### src/rtl/button_events.sv
// Turns a debounced switch level into press / release / hold-to-repeat pulses.
// Define BUTTON_EVENTS_REPEAT_EN to build the auto-repeat counter; otherwise o_Repeat is tied low.
module button_events #(
   parameter int unsigned c_HOLD_DELAY    = 12500000,
   parameter int unsigned c_REPEAT_PERIOD = 2500000
) (
   input  logic i_clk,
   input  logic i_rst_n,
   input  logic i_Switch,
   output logic o_Press,
   output logic o_Release,
   output logic o_Repeat,
   output logic o_Held
);

   // Elaboration-time range guards; an out-of-range value leaves an empty marker block.
   if (c_HOLD_DELAY < 2 || c_HOLD_DELAY > 32'h00FF_FFFF) begin : g_bad_hold_delay
   end
   if (c_REPEAT_PERIOD < 2 || c_REPEAT_PERIOD > 32'h00FF_FFFF) begin : g_bad_repeat_period
   end

`ifdef BUTTON_EVENTS_REPEAT_EN
   typedef enum logic [1:0] {ST_IDLE, ST_DELAY, ST_REPEAT} state_t;
`else
   typedef enum logic {ST_IDLE, ST_HELD} state_t;
`endif

   state_t state_q, state_d;
   logic   prev_q;
   logic   press_q, press_d;
   logic   release_q, release_d;
   logic   held_q, held_d;
   logic   rise, fall;

   assign rise = i_Switch & ~prev_q;
   assign fall = ~i_Switch & prev_q;

`ifdef BUTTON_EVENTS_REPEAT_EN
   localparam logic [23:0] HOLD_LAST   = 24'(c_HOLD_DELAY - 1);
   localparam logic [23:0] REPEAT_LAST = 24'(c_REPEAT_PERIOD - 1);

   logic [23:0] count_q, count_d;
   logic        repeat_q, repeat_d;

   always_comb begin
      state_d   = state_q;
      count_d   = count_q;
      press_d   = 1'b0;
      release_d = 1'b0;
      repeat_d  = 1'b0;
      case (state_q)
         ST_IDLE: begin
            if (rise) begin
               press_d = 1'b1;
               count_d = '0;
               state_d = ST_DELAY;
            end
         end
         ST_DELAY: begin
            // A release takes priority over a repeat falling due in the same cycle.
            if (fall) begin
               release_d = 1'b1;
               count_d   = '0;
               state_d   = ST_IDLE;
            end else if (count_q == HOLD_LAST) begin
               repeat_d = 1'b1;
               count_d  = '0;
               state_d  = ST_REPEAT;
            end else begin
               count_d = count_q + 24'd1;
            end
         end
         ST_REPEAT: begin
            if (fall) begin
               release_d = 1'b1;
               count_d   = '0;
               state_d   = ST_IDLE;
            end else if (count_q == REPEAT_LAST) begin
               repeat_d = 1'b1;
               count_d  = '0;
            end else begin
               count_d = count_q + 24'd1;
            end
         end
         default: begin
            state_d = ST_IDLE;
            count_d = '0;
         end
      endcase
      held_d = (state_d != ST_IDLE);
   end

   always_ff @(posedge i_clk) begin
      if (!i_rst_n) begin
         count_q  <= '0;
         repeat_q <= 1'b0;
      end else begin
         count_q  <= count_d;
         repeat_q <= repeat_d;
      end
   end

   assign o_Repeat = repeat_q;
`else
   always_comb begin
      state_d   = state_q;
      press_d   = 1'b0;
      release_d = 1'b0;
      case (state_q)
         ST_IDLE: begin
            if (rise) begin
               press_d = 1'b1;
               state_d = ST_HELD;
            end
         end
         ST_HELD: begin
            if (fall) begin
               release_d = 1'b1;
               state_d   = ST_IDLE;
            end
         end
         default: state_d = ST_IDLE;
      endcase
      held_d = (state_d != ST_IDLE);
   end

   assign o_Repeat = 1'b0;
`endif

   // prev_q tracks the switch even during reset so a level held across reset is not a press.
   always_ff @(posedge i_clk) begin
      prev_q <= i_Switch;
      if (!i_rst_n) begin
         state_q   <= ST_IDLE;
         press_q   <= 1'b0;
         release_q <= 1'b0;
         held_q    <= 1'b0;
      end else begin
         state_q   <= state_d;
         press_q   <= press_d;
         release_q <= release_d;
         held_q    <= held_d;
      end
   end

   assign o_Press   = press_q;
   assign o_Release = release_q;
   assign o_Held    = held_q;

endmodule

### config.mk
export PLATFORM = sky130hd
export DESIGN_NAME = button_events
export DESIGN_NICKNAME = d
export VERILOG_FILES = /design/src/rtl/button_events.sv
export SDC_FILE = /design/constraint.sdc
export NUM_CORES = 1
export LEC_CHECK = 0
export ABC_CLOCK_PERIOD_IN_PS = 820
export CORE_AREA = 2 2 39 41
export DETAILED_ROUTE_END_ITERATION = 10
export DIE_AREA = 0 0 41 43
export GPL_TIMING_DRIVEN = 0
export PLACE_DENSITY = 0.35
export SYNTH_ARGS = -nofsm -noshare
export SYNTH_HDL_FRONTEND = slang
export SYNTH_SLANG_ARGS = --single-unit
### constraint.sdc
create_clock -name i_clk -period 0.82 [get_ports i_clk]
set_input_delay 0.205 -clock i_clk [delete_from_list [all_inputs] [get_ports i_clk]]
set_output_delay 0.205 -clock i_clk [all_outputs]
set_load 0.005 [all_outputs]
==> out/qor.yml <==
outcome:
  outcome: "finished with violations"
  violations: "negative setup slack"
global_route:
  grt_max_degree: 6
  grt_pass1_wl_microns: 400
  antenna_found_initial: 0
  grt_pass1_vias: 97
  overflow: 0
  globalRouteTotalUtil_pct: 4.31
worst_setup_path:
  cp_top_family: "flip-flops"
  cp.required_ps: 610
  critPathArrivalTime_ps: 650
  max_stage_delay_ps: 320
  cp_cell_sequence: "buf_6"
  critPathSlowestCell: "dfxtp_2"
  start_kind: "flip-flop"
  crit_path_end_kind: "output pin"
  crit_type: "reg2out"
  cp_max_fo: 2
  crit_buf_inv: 1
synth:
  synth_enable_flop_cells: 0
  ys_types: 8
  yosys-top-cells-area: "dfxtp_1 (60%), and4bb_2 (9.3%), and4b_2 (8.4%), a21boi_1 (5.6%), buf_4 (5.6%)"
  yosys.area.top_type: "dfxtp_1"
  ys_warn_count: 0
  async_flop_share_pct: 0
  yosysSeqAreaShare_pct: 59.8
  syn_inst: 11
  postSynthAreaPerCell_sq_um: 12.2
  syn-cell-area_sq_um: 134
  yosys.cell_count.top_type: "dfxtp_1"
  synthFlopType: "dfxtp_1"
  synth_top_area_share_pct: 59.8
  ys_seq_elements: 4
  synth_nets: 14
route:
  avgRoutedWirePerCell_microns: 6.92
  viasPerCell: 3.03
  ant_nets: 0
  vias: 109
  route.detailed.drc: 0
  drt_iter0_drc: 1
  drtPass1Iterations: 2
  drt-total-wl_microns: 249
die:
  fp.dieW_microns: 41
  initial_core_util_pct: 9.67
  rows: 14
  core_sq_mm: 0.00138
  io_pins: 7
  die-area_sq_mm: 0.00176
  die_h_microns: 43
placed_design:
  place_ws_ps: -275
  io_buffers: 5
  gp_congestion: 0.575
power:
  power.internal_mw: 0.396
  swShare_pct: 18.0
  clockPowerShare_pct: 47.9
  power_leakage_nw: 0.104
  combPwrFrac_pct: 8.7
  ir_worst_vdd_mv: 0.766
  power_density_mw_per_mm2: 2140
  p_sw_mw: 0.0867
  p_seq_share_pct: 43.4
layout:
  drive_above_1_share_pct: 55.0
  ff_latch_area_sq_um: 81.3
  nFillCells: 153
  n_antenna_cell: 0
  multi_input_area_sq_um: 46.3
  fin_nets: 25
  area_growth_pct: 68.2
  final_core_util_pct: 16.3
clocking:
  clk_path_buf_depth: 2
  ctsRootBufferMaster: "clkbuf_4"
  ctsHoldBuffers: 0
  htree_levels: 1
  clk-insertion-delay-late_ps: 230
  cts_sinks: 4
  clk_pin_slew_ps: 30
  cts_tree: "yes"
  cts_made_buffers: 3
sta:
  finalHoldViolCount: 0
  final_max_slew_viol_count: 0
  fin_skew_ps: 0.0655
  min_period_over_period_pct: 104
  finalSetupViolCount: 3
  finalSetupTns_ps: -51.6
  grt_setup_unrepaired: "yes"
  max_freq_ghz: 1.17
  timing.hold.ws_ps: 286
  fin_ws_ps: -34.8
  period_needed_ps: 855
job:
  maxCapViolCount: 0
worst_hold_path:
  hold_path_class: "in2reg"
[per-layer routing]
metal | wire, microns | vias up | track usage (%)
met5 | 0 | - | 0
met4 | 6 | 0 | 2.00
met2 | 76 | 7 | 3.75
met3 | 59 | 2 | 8.38
li1 | - | 56 | -
met1 | 107 | 44 | 3.85
[kinds of logic after synthesis]
group           after synthesis  share of synthesized area [%]
other cells                   1                           2.80
flops                         4                           59.8
compound gates                2                           11.2
simple gates                  3                           20.6
buf+inv                       1                           5.61
[path summary, 6_finish.rpt]
check	end	cells after the start	start	slack, ps
max reg2reg	o_Press$_SDFF_PP0_	2	o_Held$_SDFF_PN0_	40
min reg2reg	o_Held$_SDFF_PN0_	2	prev_q$_DFF_P_	540
min	prev_q$_DFF_P_	1	i_Switch	290
max	o_Held	1	o_Held$_SDFF_PN0_	-30
[power groups by stage]
| stage | logic, mW | registers [mW] | clock network [mW] |
|---|---|---|---|
| 2_1_floorplan | 0.0138 | 0.213 | 0 |
| 3_3_place_gp | 0.0381 | 0.212 | 0 |
| 3_5_place_dp | 0.0397 | 0.213 | 0 |
| 4_1_cts | 0.0424 | 0.209 | 0.247 |
| 5_1_grt | 0.0473 | 0.210 | 0.264 |
| 6_report | 0.0421 | 0.209 | 0.231 |
[state kept, by name, summed over array words and instances (netlist names)]
name / count
o_Press: 1
o_Held: 1
o_Release: 1
prev_q: 1
[metrics by stage]
stage / total power, mW / std cells / area [sq um]
floorplan: 0.226 / 11 / 134
global placement: 0.250 / 32 / 204
detailed placement: 0.253 / 32 / 204
CTS: 0.499 / 36 / 225
global route: 0.521 / 36 / 225
finish: 0.483 / 36 / 225
[cell usage in the layout (no fill, tap or decap)]
cell and count:
dfxtp_1 3, o21bai_1 1, a21boi_1 1, buf_2 2, dfxtp_2 1, clkdlybuf4s50_1 1
nand2_1 1, and4bb_2 1, conb_1 1, buf_4 2, clkbuf_4 3, dlygate4sd2_1 1
and4b_2 1, buf_6 1
[what timing repair did]
action | CTS | global route
gates resized for setup | 15 | 0
hold endpoints to repair | 0 | 0
endpoints found under the setup margin | 4 | 4
setup buffers | 1 | 0
[final cells by class]
cell class                      instances  area share [%]
Timing Repair Buffer                    6            21.1
Tap cell                               16            8.89
Clock buffer                            3            10.0
Sequential cell                         4            36.1
Buffer                                  1            3.33
Multi-Input combinational cell          6            20.6
Power figures use the tool's default switching activity.
